<file path="config.mk">
export PLATFORM = sky130hd
export DESIGN_NAME = placement_cost_eval
export DESIGN_NICKNAME = d
export VERILOG_FILES = /design/src/rtl/placement_pkg.sv /design/src/rtl/placement_cost_eval_hop_cost.sv /design/src/rtl/placement_cost_eval.sv
export SDC_FILE = /design/constraint.sdc
export NUM_CORES = 1
export LEC_CHECK = 0
export CAP_MARGIN = 40
export CORE_MARGIN = 10
export CORE_UTILIZATION = 54
export DETAILED_ROUTE_END_ITERATION = 6
export DONT_BUFFER_PORTS = 1
export HOLD_SLACK_MARGIN = 0.02
export PLACE_DENSITY = 0.67
export SETUP_SLACK_MARGIN = 0.4
export SLEW_MARGIN = 20
export SYNTH_ARGS = -nofsm -noshare
export SYNTH_HDL_FRONTEND = slang
export SYNTH_SLANG_ARGS = --single-unit
</file>
<file path="constraint.sdc">
create_clock -name clk -period 19 [get_ports clk]
set_input_delay 2.85 -clock clk [delete_from_list [all_inputs] [get_ports clk]]
set_output_delay 2.85 -clock clk [all_outputs]
set_load 0.01 [all_outputs]
</file>
<file path="src/rtl/placement_pkg.sv">
// ---------------------------------------------------------------------------
// placement_pkg
// Shared definitions for the placement flow (placer FSM and cost evaluator).
//   pce_state_t : state encoding of the wire-cost evaluator walk
//   NO_POS      : coordinate value marking an unplaced node
//   sat_add     : unsigned add that clamps at 2^w-1 instead of wrapping
//   in_grid     : true when (x,y) lies on a gw x gh grid
// ---------------------------------------------------------------------------
package placement_pkg;

    typedef enum logic [3:0] {
        IDLE,
        E_RD,
        E_WT,
        A_RD,
        A_WT,
        B_RD,
        B_WT,
        B_CAP,
        DIFF,
        ACC,
        DONE
    } pce_state_t;

    localparam int NO_POS = -1;

    // Operands are carried at 64 bits so one function serves every
    // accumulator width; the caller truncates the result back to w bits.
    function automatic logic [63:0] sat_add(input logic [63:0] acc,
                                            input logic [63:0] inc,
                                            input int          w);
        logic [64:0] sum;
        logic [64:0] lim;
        sum = {1'b0, acc} + {1'b0, inc};
        lim = (65'd1 << w) - 65'd1;
        return (sum > lim) ? lim[63:0] : sum[63:0];
    endfunction

    function automatic logic in_grid(input logic signed [31:0] x,
                                     input logic signed [31:0] y,
                                     input int                 gw,
                                     input int                 gh);
        return (x >= 0) && (x < gw) && (y >= 0) && (y < gh);
    endfunction

endpackage

</file>
<file path="src/rtl/placement_cost_eval_hop_cost.sv">
// ---------------------------------------------------------------------------
// hop_cost
// Registered edge-cost datapath. On load it captures |ax-bx|, |ay-by| and the
// edge validity; the cost outputs are derived from those registers so they
// are stable in the cycle after load.
//   clk, reset       : clock, synchronous active-low reset
//   load             : capture the current endpoint coordinates
//   ax, ay, bx, by   : signed endpoint coordinates
//   hop_log2         : hop length exponent k (hop length 2^k)
//   valid            : edge counts toward the cost
//   c_man            : dx+dy-1
//   c_hop            : ceil(dx/2^k)+ceil(dy/2^k)-1
// ---------------------------------------------------------------------------
module hop_cost
    import placement_pkg::*;
#(
    parameter int COORD_W = 16,
    parameter int GRID_W  = 7,
    parameter int GRID_H  = 7,
    parameter int HOP_LW  = 3
) (
    input  logic                      clk,
    input  logic                      reset,
    input  logic                      load,
    input  logic signed [COORD_W-1:0] ax,
    input  logic signed [COORD_W-1:0] ay,
    input  logic signed [COORD_W-1:0] bx,
    input  logic signed [COORD_W-1:0] by,
    input  logic        [HOP_LW-1:0]  hop_log2,
    output logic                      valid,
    output logic        [COORD_W+1:0] c_man,
    output logic        [COORD_W+1:0] c_hop
);

    localparam int DW = COORD_W + 1;

    logic signed [DW-1:0] sx;
    logic signed [DW-1:0] sy;
    logic        [DW-1:0] dxc;
    logic        [DW-1:0] dyc;
    logic                 validc;
    logic        [DW-1:0] dxr;
    logic        [DW-1:0] dyr;
    logic                 validr;

    // Differences are taken one bit wider than the coordinates so the full
    // signed range cannot overflow before the absolute value is taken.
    always_comb begin
        sx     = {ax[COORD_W-1], ax} - {bx[COORD_W-1], bx};
        sy     = {ay[COORD_W-1], ay} - {by[COORD_W-1], by};
        dxc    = sx[DW-1] ? DW'(-sx) : DW'(sx);
        dyc    = sy[DW-1] ? DW'(-sy) : DW'(sy);
        validc = 1'b1;
        if ((32'(ax) == NO_POS) || (32'(ay) == NO_POS) ||
            (32'(bx) == NO_POS) || (32'(by) == NO_POS))
            validc = 1'b0;
        if (!in_grid(32'(ax), 32'(ay), GRID_W, GRID_H) ||
            !in_grid(32'(bx), 32'(by), GRID_W, GRID_H))
            validc = 1'b0;
        if ((ax == bx) && (ay == by))
            validc = 1'b0;
    end

    always_ff @(posedge clk) begin
        if (!reset) begin
            dxr    <= '0;
            dyr    <= '0;
            validr <= 1'b0;
        end else if (load) begin
            dxr    <= dxc;
            dyr    <= dyc;
            validr <= validc;
        end
    end

    logic [DW:0] dxe;
    logic [DW:0] dye;
    logic [DW:0] round_add;
    logic [DW:0] ceil_x;
    logic [DW:0] ceil_y;

    // A valid edge always has dx+dy >= 1, so the -1 terms cannot underflow;
    // invalid edges report zero cost so the outputs never show garbage.
    always_comb begin
        dxe       = {1'b0, dxr};
        dye       = {1'b0, dyr};
        round_add = ((DW+1)'(1) << hop_log2) - (DW+1)'(1);
        ceil_x    = (dxe + round_add) >> hop_log2;
        ceil_y    = (dye + round_add) >> hop_log2;
        valid     = validr;
        c_man     = '0;
        c_hop     = '0;
        if (validr) begin
            c_man = dxe + dye - (DW+1)'(1);
            c_hop = ceil_x + ceil_y - (DW+1)'(1);
        end
    end

endmodule

</file>
<file path="src/rtl/placement_cost_eval.sv">
// ---------------------------------------------------------------------------
// placement_cost_eval
// Walks the edge list, fetches both endpoint positions and accumulates the
// Manhattan cost, the 2^k-hop cost and the worst single-edge cost.
//   clk, reset            : clock, synchronous active-low reset
//   start, abort          : run request (IDLE only) / return to IDLE
//   n_edge, hop_log2      : edge count and hop exponent, latched at start
//   re_edge, addr_edge    : shared read port of the A/B endpoint ROMs
//   din_ea, din_eb        : endpoint node indices
//   re_pos, addr_pos      : shared read port of the X/Y position RAMs
//   din_px, din_py        : node coordinates
//   busy, done            : run in progress / one-cycle completion pulse
//   sum_man, sum_hop      : saturating cost sums
//   max_cost, invalid_cnt : worst edge cost / excluded edge count
// ---------------------------------------------------------------------------
module placement_cost_eval
    import placement_pkg::*;
#(
    parameter int EDGE_AW = 6,
    parameter int NODE_AW = 6,
    parameter int COORD_W = 16,
    parameter int GRID_W  = 7,
    parameter int GRID_H  = 7,
    parameter int ACC_W   = 32,
    parameter int HOP_LW  = 3
) (
    input  logic                      clk,
    input  logic                      reset,
    input  logic                      start,
    input  logic                      abort,
    input  logic        [EDGE_AW:0]   n_edge,
    input  logic        [HOP_LW-1:0]  hop_log2,
    output logic                      re_edge,
    output logic        [EDGE_AW-1:0] addr_edge,
    input  logic        [NODE_AW-1:0] din_ea,
    input  logic        [NODE_AW-1:0] din_eb,
    output logic                      re_pos,
    output logic        [NODE_AW-1:0] addr_pos,
    input  logic signed [COORD_W-1:0] din_px,
    input  logic signed [COORD_W-1:0] din_py,
    output logic                      busy,
    output logic                      done,
    output logic        [ACC_W-1:0]   sum_man,
    output logic        [ACC_W-1:0]   sum_hop,
    output logic        [ACC_W-1:0]   max_cost,
    output logic        [EDGE_AW:0]   invalid_cnt
);

    pce_state_t state;
    pce_state_t next_state;

    logic        [EDGE_AW:0]   idx;
    logic        [EDGE_AW:0]   n_lat;
    logic        [HOP_LW-1:0]  hop_lat;
    logic        [NODE_AW-1:0] eb;
    logic signed [COORD_W-1:0] ax;
    logic signed [COORD_W-1:0] ay;
    logic signed [COORD_W-1:0] bx;
    logic signed [COORD_W-1:0] by;

    logic                      edge_valid;
    logic        [COORD_W+1:0] c_man;
    logic        [COORD_W+1:0] c_hop;
    logic        [ACC_W-1:0]   c_man_sat;

    logic accept;
    assign accept = (state == IDLE) && start && !abort;

    always_ff @(posedge clk) begin
        if (!reset)
            state <= IDLE;
        else
            state <= next_state;
    end

    // Each edge is a fixed nine-state walk; abort wins from any busy state.
    always_comb begin
        next_state = state;
        case (state)
            IDLE:    if (accept) next_state = (n_edge == '0) ? DONE : E_RD;
            E_RD:    next_state = E_WT;
            E_WT:    next_state = A_RD;
            A_RD:    next_state = A_WT;
            A_WT:    next_state = B_RD;
            B_RD:    next_state = B_WT;
            B_WT:    next_state = B_CAP;
            B_CAP:   next_state = DIFF;
            DIFF:    next_state = ACC;
            ACC:     next_state = ((idx + 1'b1) == n_lat) ? DONE : E_RD;
            DONE:    next_state = IDLE;
            default: next_state = IDLE;
        endcase
        if (abort && (state != IDLE))
            next_state = IDLE;
    end

    assign busy = (state != IDLE);
    assign done = (state == DONE);

    hop_cost #(
        .COORD_W (COORD_W),
        .GRID_W  (GRID_W),
        .GRID_H  (GRID_H),
        .HOP_LW  (HOP_LW)
    ) u_hop_cost (
        .clk      (clk),
        .reset    (reset),
        .load     (state == DIFF),
        .ax       (ax),
        .ay       (ay),
        .bx       (bx),
        .by       (by),
        .hop_log2 (hop_lat),
        .valid    (edge_valid),
        .c_man    (c_man),
        .c_hop    (c_hop)
    );

    // The worst-edge register uses the same clamp as the sums so a single
    // edge wider than the accumulator still reads as all-ones.
    assign c_man_sat = ACC_W'(sat_add(64'd0, 64'(c_man), ACC_W));

    // Read strobes are single-cycle; the memory data appears two states after
    // the issuing state, which is where the matching capture happens. The
    // A-side position read is addressed straight from the ROM data because
    // the endpoint has not been registered yet in that cycle.
    always_ff @(posedge clk) begin
        if (!reset) begin
            re_edge     <= 1'b0;
            addr_edge   <= '0;
            re_pos      <= 1'b0;
            addr_pos    <= '0;
            idx         <= '0;
            n_lat       <= '0;
            hop_lat     <= '0;
            eb          <= '0;
            ax          <= '0;
            ay          <= '0;
            bx          <= '0;
            by          <= '0;
            sum_man     <= '0;
            sum_hop     <= '0;
            max_cost    <= '0;
            invalid_cnt <= '0;
        end else begin
            re_edge <= 1'b0;
            re_pos  <= 1'b0;
            case (state)
                IDLE: begin
                    if (accept) begin
                        n_lat       <= n_edge;
                        hop_lat     <= hop_log2;
                        idx         <= '0;
                        sum_man     <= '0;
                        sum_hop     <= '0;
                        max_cost    <= '0;
                        invalid_cnt <= '0;
                    end
                end
                E_RD: begin
                    re_edge   <= 1'b1;
                    addr_edge <= idx[EDGE_AW-1:0];
                end
                A_RD: begin
                    eb       <= din_eb;
                    re_pos   <= 1'b1;
                    addr_pos <= din_ea;
                end
                B_RD: begin
                    ax       <= din_px;
                    ay       <= din_py;
                    re_pos   <= 1'b1;
                    addr_pos <= eb;
                end
                B_CAP: begin
                    bx <= din_px;
                    by <= din_py;
                end
                ACC: begin
                    idx <= idx + 1'b1;
                    if (edge_valid) begin
                        sum_man <= ACC_W'(sat_add(64'(sum_man), 64'(c_man), ACC_W));
                        sum_hop <= ACC_W'(sat_add(64'(sum_hop), 64'(c_hop), ACC_W));
                        if (c_man_sat > max_cost)
                            max_cost <= c_man_sat;
                    end else begin
                        invalid_cnt <= invalid_cnt + 1'b1;
                    end
                end
                default: ;
            endcase
        end
    end

endmodule

</file>
=== After elaboration in Yosys (flattened, before gate mapping) ===
Cells that the tools add are included.

* Memories: 0
* Bits in read-only memories: 0
* Register bits after elaboration: 243
* Input port bits: 58
* Bits in writable memories: 0
* Output and inout bits: 119
* Logic and storage cells: 130
* Latch bits: 0

* Reductions and logical operators: 29
* Bitwise operators: 1
* Equal/unequal tests: 21
* Mux-type cells: 29
* Shift operators: 3
* Divide/modulo/power cells: 0
* Multiply operators: 0
* Magnitude comparators: 12
* Add/sub/neg operators: 15

{| class="wikitable"
|+ Operator list
! cell !! count
|-
| 2-to-1 mux 32 bit || 8
|-
| one-hot mux 32 bit (2 select lines) || 3
|-
| adder 32 x 18 -> 33 bit || 2
|-
| greater-than comparator 33 x 32 -> 1 bit (second input constant) || 2
|-
| == test 16 x 1 -> 1 bit (second input constant) || 4
|-
| greater-or-equal comparator 16 x 1 -> 1 bit (second input constant) || 4
|-
| less-than comparator 16 x 4 -> 1 bit (second input constant) || 4
|-
| one-hot mux 4 bit (10 select lines) || 1
|-
| adder 17 x 18 -> 18 bit || 2
|-
| 2-to-1 mux 18 bit || 2
|-
| >> shifter 18 x 3 -> 18 bit || 2
|-
| subtractor 18 x 1 -> 18 bit (second input constant) || 2
|-
| 2-to-1 mux 17 bit || 2
|-
| negator 17 bit || 2
|-
| subtractor 16 x 16 -> 17 bit || 2
|-
| == test 16 bit || 2
|-
| greater-than comparator 18 x 32 -> 1 bit (second input constant) || 1
|-
| greater-than comparator 32 bit || 1
|-
| one-hot mux 7 bit (2 select lines) || 2
|-
| adder 17 x 17 -> 18 bit || 1
|-
| adder 18 bit || 1
|-
| << shifter 1 x 3 -> 18 bit (first input constant) || 1
|-
| subtractor 18 x 2 -> 18 bit (second input constant) || 1
|-
| == test 4 x 3 -> 1 bit (second input constant) || 4
|-
| 23 further kinds || 54
|}

=== Depth between registers and ports, before layout ===
* Depth after elaboration: 12
* Mapped depth: 41
* Mapped depth without buffers: 38

=== Modules after synthesis ===
Synthesis repeated with hierarchy kept, for this count alone.

* Cell total of the unflattened synthesis: 2,431
* Area total of the unflattened synthesis: 18,517.8 um^2

{| class="wikitable"
|+ By module, submodules not included
! module !! cells an instance !! instances !! area an instance (um^2) !! seq. area each (um^2)
|-
| placement_cost_eval || 1,235 || 1 || 10,025.9 || 3,883.7
|-
| hop_cost || 1,196 || 1 || 8,491.9 || 700.7
|}

=== Least setup slack after synthesis ===
Ideal clock, no wire load.

* Kind: register to register
* From: register hop_lat[0]
* To: register sum_hop[10]
* Cell stages (with the launch flop): 40
* Path buffers: 4
* Arrival: 7.844 ns
* Data required time: 18.858 ns
* Setup time: 0.142 ns
* Path slack: 11.014 ns
* Period minus slack after synthesis: 7.986 ns
* Path through: dfxtp_1 -> clkbuf_1 -> inv_2 -> buf_1 -> nand3_1 -> ha_1 -> inv_1 -> xnor2_1 -> ha_1 -> nor2b_1 -> o21ai_1 -> a21boi_0 -> or4_1 -> nand2_1 -> xnor2_1 -> mux2i_1 -> mux4_2 -> ha_1 -> [... 4 more ...] -> a21oi_1 -> o21ai_0 -> a41oi_1 -> o21ai_0 -> a21oi_1 -> xor2_1 -> nor2_1 -> ha_1 -> and2_1 -> a31oi_1 -> o21ai_0 -> nand2_1 -> o21ai_0 -> o41ai_1 -> or2_2 -> clkbuf_1 -> clkbuf_1 -> a311oi_1

* Longest elaborated chain between the ends: 12
* Elaborated cells between the ends (all ways): 14
* Classes of those cells: add/sub: 6; order compare: 1; shift: 3; mux: 4

{| class="wikitable"
|+ Ends and longest elaborated chain
! item !! line !! text
|-
| start: declaration || placement_cost_eval.sv:54 || <nowiki>logic [HOP_LW-1:0] hop_lat;</nowiki>
|-
| start signal: assignment || placement_cost_eval.sv:152 || <nowiki>hop_lat <= hop_log2;</nowiki>
|-
| << shifter 1 x 3 -> 18 bit || placement_cost_eval_hop_cost.sv:87 || <nowiki>round_add = ((DW+1)'(1) << hop_log2) - (DW+1)'(1);</nowiki>
|-
| subtractor 18 x 2 -> 18 bit || placement_cost_eval_hop_cost.sv:87 ||
|-
| adder 17 x 18 -> 18 bit, on equally long branches || placement_cost_eval_hop_cost.sv:88, placement_cost_eval_hop_cost.sv:89 ||
|-
| >> shifter 18 x 3 -> 18 bit, on equally long branches || placement_cost_eval_hop_cost.sv:88, placement_cost_eval_hop_cost.sv:89 ||
|-
| adder 18 bit (*) || placement_cost_eval_hop_cost.sv:95 || <nowiki>c_hop = ceil_x + ceil_y - (DW+1)'(1);</nowiki>
|-
| subtractor 18 x 1 -> 18 bit (*) || placement_cost_eval_hop_cost.sv:95 ||
|-
| 2-to-1 mux 18 bit (*) || placement_cost_eval_hop_cost.sv:93 || <nowiki>if (validr) begin</nowiki>
|-
| adder 32 x 18 -> 33 bit (*) || placement_pkg.sv:34 || <nowiki>sum = {1'b0, acc} + {1'b0, inc};</nowiki>
|-
| greater-than comparator 33 x 32 -> 1 bit || placement_pkg.sv:36 || <nowiki>return (sum > lim) ? lim[63:0] : sum[63:0];</nowiki>
|-
| 2-to-1 mux 32 bit (*) || placement_pkg.sv:36 ||
|-
| 2-to-1 mux 32 bit (*) || placement_cost_eval.sv:181 || <nowiki>if (edge_valid) begin</nowiki>
|-
| one-hot mux 32 bit (2 select lines) (*) || placement_cost_eval.sv:148 || <nowiki>case (state)</nowiki>
|-
| end signal: assignment || placement_cost_eval.sv:183 || <nowiki>sum_hop <= ACC_W'(sat_add(64'(sum_hop), 64'(c_hop), ACC_W));</nowiki>
|-
| end: declaration || placement_cost_eval.sv:44 || <nowiki>output logic [ACC_W-1:0] sum_hop,</nowiki>
|}

Every way passes the cells marked *; elsewhere a longest branch is shown, timed or not. The select of a mux whose other input is x is not followed.
A chain may end at the register's enable or synchronous reset.

=== Worst setup path in the final report ===
* From: register hop_lat[0]
* To: register sum_hop[23]

Same word-level chain as after synthesis.

==> results.md <==
Timing:
- The setup total negative slack is 0 ns.
- The final count of pins violating max slew is 0.
- The maximum operating frequency is 0.108 GHz.
- The number of hold-slack violations in the final timing report is 0.
- Between clock sinks in the finished design, the worst skew comes to 0.0111 ns.
- The final clock period utilization by the worst path is 48.5%.
- The worst pin sits at a relative slew slack of 47.9%.
- For the pin with the worst max-slew slack, the measured transition is 0.781 ns.
- The number of endpoints failing setup at the final stage is 0.
- The clock period minus worst slack is 9.22 ns.
- Setup repair after global routing left no endpoint under its margin.

Worst setup path:
- The arrival time of the worst setup path is 9.66 ns.
- The critical path is of the reg2reg type.
- The maximum net fanout on the critical path is 44.
- The worst setup path is launched from a register.
- The data required time of the worst path is 19.44 ns.
- The first element of the critical path is hop_lat[0].
- The cell that appears most often on the critical path is sky130_fd_sc_hd__o21ai_0.
- The sort of element at the end of the critical path is a register.
- For this run, the slowest stage of the critical path takes 0.48 ns.
- The reg-to-reg critical path startpoint is hop_lat[0].
- The slowest stage of the critical path belongs to the cell sky130_fd_sc_hd__nor3_1.

Place:
- The HPWL after detailed placement is 41.9 mm.
- The count of port buffers added during placement is 0.
- Once placement finished, the instance area stood at 19300 µm².
- The congestion estimate from routability-driven global placement came to 0.917.

Floorplan:
- The number of top-level pins is 177.
- The height of the die is 207 µm.
- After floorplanning, the core was sized to cover 34600 µm².
- After floorplanning, the core was divided into 68 placement rows.
- The horizontal extent of the die is 207 µm.
- The initial standard-cell utilization of the core is 54.8%.
- The area enclosed by the die boundary is 43000 µm².

Job:
- Max-cap violations in this run came to 0.

Power and ir drop:
- Internal power comes to 913 µW.
- For this design the static power due to leakage is 8.27 nW.
- The sequential share of power is 39.0%.
- The clock network accounts for 44.5% of the total power.
- The switching fraction of total power is 26.2%.
- The switching power of the nets is 324 µW.
- Of the total power, combinational logic draws 16.4%.
- The power per cell area is 61.0 nW/µm².
- The highest ir drop seen on vdd is 73.5 µV.

Cells and area:
- The post-route cell area is 20300 µm².
- Cells with a size suffix above 1 make up 6.03% of the layout.
- 0 antenna diodes ended up in the layout.
- The most common library cell in the layout ignoring fill and taps is sky130_fd_sc_hd__nand2_1.
- The number of nets in the layout is 2714.
- The top cell types in the final layout, fill and taps aside, are sky130_fd_sc_hd__nand2_1, sky130_fd_sc_hd__a21oi_1, sky130_fd_sc_hd__dfxtp_1.
- The area growth from synthesis to layout is 6.91%.

Detailed routing:
- The count of unresolved DRC violations after routing is 0.
- Dividing the detail-routed wire length by the instance count gives 18.4 µm.
- The post-route antenna net violation count is 0.
- The first detailed-routing pass ran for 5 iterations.
- The routed design has 53.8 mm of wire.
- Detailed routing inserted a total of 17600 vias.
- In this run, the number of DRC markers left after iteration 0 of detailed routing was 1266.
- The via density per instance is 6.00.

CTS:
- The number of buffers on the longest clock path is 3.
- Hold repair after CTS inserted 0 buffers.
- The count of H-tree levels built during CTS is 1.
- The clock network latency to the later pin of the worst-skew pair is 0.55 ns.
- The tree is rooted in a sky130_fd_sc_hd__clkbuf_16.
- Clock tree synthesis inserted a total of 26 buffers.
- The clock tree from TritonCTS is done.
- The number of buffers inserted to repair setup after CTS is 0.
- The total clock sinks is 229.
- The clock-pin slew on the worst setup and hold paths is 0.06 ns.
- Gates resized during post-CTS repair numbered 0.

Logic synthesis:
- The fraction of synthesized area in multiplexers is 4.19%.
- The largest family of logic cells by synthesized area is compound AO/OA/AOI/OAI gates.
- Summing the areas of all xor and xnor instances in the mapped netlist gives 6.51% of the synthesized area.
- The netlist area before placement is 19000 µm².
- In this run, synthesis inferred 0 flip-flops with an integrated enable.
- The Yosys warning count is 0.
- Summing the sequential cell areas from Yosys gives 24.2% of the chip area.
- In the synthesized netlist the dominant register cell turns out to be sky130_fd_sc_hd__dfxtp_1.
- The number of flip-flops and latches in the synthesized netlist is 229.
- Summing the areas of all fa, ha and maj instances in the mapped netlist gives 13.6% of the synthesized area.
- After synthesis, the share of flip-flops with an asynchronous set or reset is 0%.
- The number of distinct library cell variants in the gate-level netlist after synthesis is 97.
- Synthesis produced a netlist whose cell count is 2505.
- The average cell area after synthesis is 7.58 µm².
- The simple-gate portion of the synthesized area is 21.3%.
- Summing the areas of all compound-gate instances in the mapped netlist gives 23.5% of the synthesized area.

Min path:
- The path class of the tightest hold or removal check is reg2reg.
- In this run the most critical hold path is launched from eb[5].

Status:
- The run finished with clean final reports.

Global route:
- The total overflow left after global routing is 0.
- Across every metal layer, demand over resource in global routing totals 23.5%.
- The number of global-route vias before repair is 16500.
- The number of antenna violations at the first check in global routing came to 0.
- Entering global routing, the biggest net connects 70 pins.
- The first global-routing pass estimated 86.5 mm of wire.
## power groups by stage
stage | clock (mW) | sequential (mW) | combinational, mW
floorplan | 0 | 0.493 | 0.161
global placement | 0 | 0.493 | 0.198
detailed placement | 0 | 0.493 | 0.202
CTS | 0.560 | 0.483 | 0.203
global route | 0.580 | 0.483 | 0.230
finish | 0.551 | 0.483 | 0.203
## cell type report
cell class                 count  area (µm²)
timing repair buffer          27         228
clock buffer                  35         724
fill                        3236       14300
sequential                   229        4580
clock inverter                 9         210
tap                          455         569
multi-input combinational   1969       13200
inverter                     202         761
## cell usage after synthesis (14+ instances only)
master	count	area, µm²
sky130_fd_sc_hd__nor2_1	194	728
sky130_fd_sc_hd__inv_1	199	747
sky130_fd_sc_hd__or3_1	16	100
sky130_fd_sc_hd__nor3_1	62	310
sky130_fd_sc_hd__mux2i_1	40	400
sky130_fd_sc_hd__dfxtp_1	229	4580
sky130_fd_sc_hd__clkbuf_1	97	364
sky130_fd_sc_hd__nand2b_1	19	119
sky130_fd_sc_hd__and3_1	22	138
sky130_fd_sc_hd__or2_2	17	106
sky130_fd_sc_hd__xor2_1	51	447
sky130_fd_sc_hd__nor2b_1	19	119
sky130_fd_sc_hd__and2_1	23	144
sky130_fd_sc_hd__o21a_1	32	240
sky130_fd_sc_hd__a311oi_1	30	263
sky130_fd_sc_hd__nand4_1	32	200
sky130_fd_sc_hd__a211oi_1	29	218
sky130_fd_sc_hd__nand3_1	80	400
sky130_fd_sc_hd__a31oi_1	32	200
sky130_fd_sc_hd__ha_1	193	2410
sky130_fd_sc_hd__o21ai_0	116	581
sky130_fd_sc_hd__xnor2_1	90	788
sky130_fd_sc_hd__a21o_1	52	390
sky130_fd_sc_hd__buf_4	14	105
sky130_fd_sc_hd__a21oi_1	259	1300
sky130_fd_sc_hd__nor4_1	23	144
sky130_fd_sc_hd__nand2_1	292	1100
sky130_fd_sc_hd__o21bai_1	16	120
## through the flow
stage / hold WS [ns] / setup slack [ns] / total power, mW / util (%) / instances
final: 0.456 / 9.78 / 1.24 / 58.6 / 2926
after detailed placement: 0.451 / 9.01 / 0.695 / 55.8 / 2878
after global routing: 0.473 / 9.08 / 1.29 / 58.6 / 2926
after CTS: 0.459 / 8.98 / 1.25 / 58.5 / 2922
after floorplan: 0.437 / 11.01 / 0.654 / - / 2524
after global placement: 0.443 / 9.22 / 0.691 / 55.6 / 2874
## worst max-delay path: cells and delay by family (launching register included)
| family | cells | cell delay [ns] |
|---|---|---|
| AND/OR/NAND/NOR | 8 | 1.61 |
| flip-flops | 1 | 0.31 |
| buffers and inverters | 6 | 1.51 |
| AO/OA/AOI/OAI | 18 | 3.24 |
| adder cells (fa/ha/maj) | 5 | 1.47 |
| multiplexers | 2 | 0.58 |
| XOR/XNOR | 2 | 0.34 |
## layer usage
layer | global-route usage [%] | vias up | share of wire, %
li1 | - | 8809 | -
met1 | 29.0 | 8203 | 43
met2 | 40.0 | 445 | 48
met3 | 3.64 | 100 | 5.4
met4 | 9.16 | 0 | 3.7
met5 | 0 | - | 0
## cell families (layout without fill, tap and decap cells)
logic type	Yosys count	after routing
compound gates	697	697
mux	63	63
other cells	1	20
flops	229	229
xor+xnor	141	141
fa+ha+maj	201	201
simple gates	847	847
buf+inv	326	273
## sequential cells by signal (all words and copies together) (netlist names), 3 cells and up
signal,flops
sum_hop,32
sum_man,32
max_cost,18
u_hop_cost.dxr,17
u_hop_cost.dyr,17
ax,16
ay,16
bx,16
by,16
idx,7
invalid_cnt,7
n_lat,7
addr_edge,6
addr_pos,6
eb,6
state,4
hop_lat,3
## worst paths after layout
check                      to  slack [ns]  cells after the start
setup / recovery  sum_hop[23]        9.78                     41
hold / removal          eb[5]        0.46                      2
setup reg to reg  sum_hop[23]        9.78                     41
hold reg to reg         eb[5]        0.46                      2
Note: power is estimated with default switching activity, not from simulation.
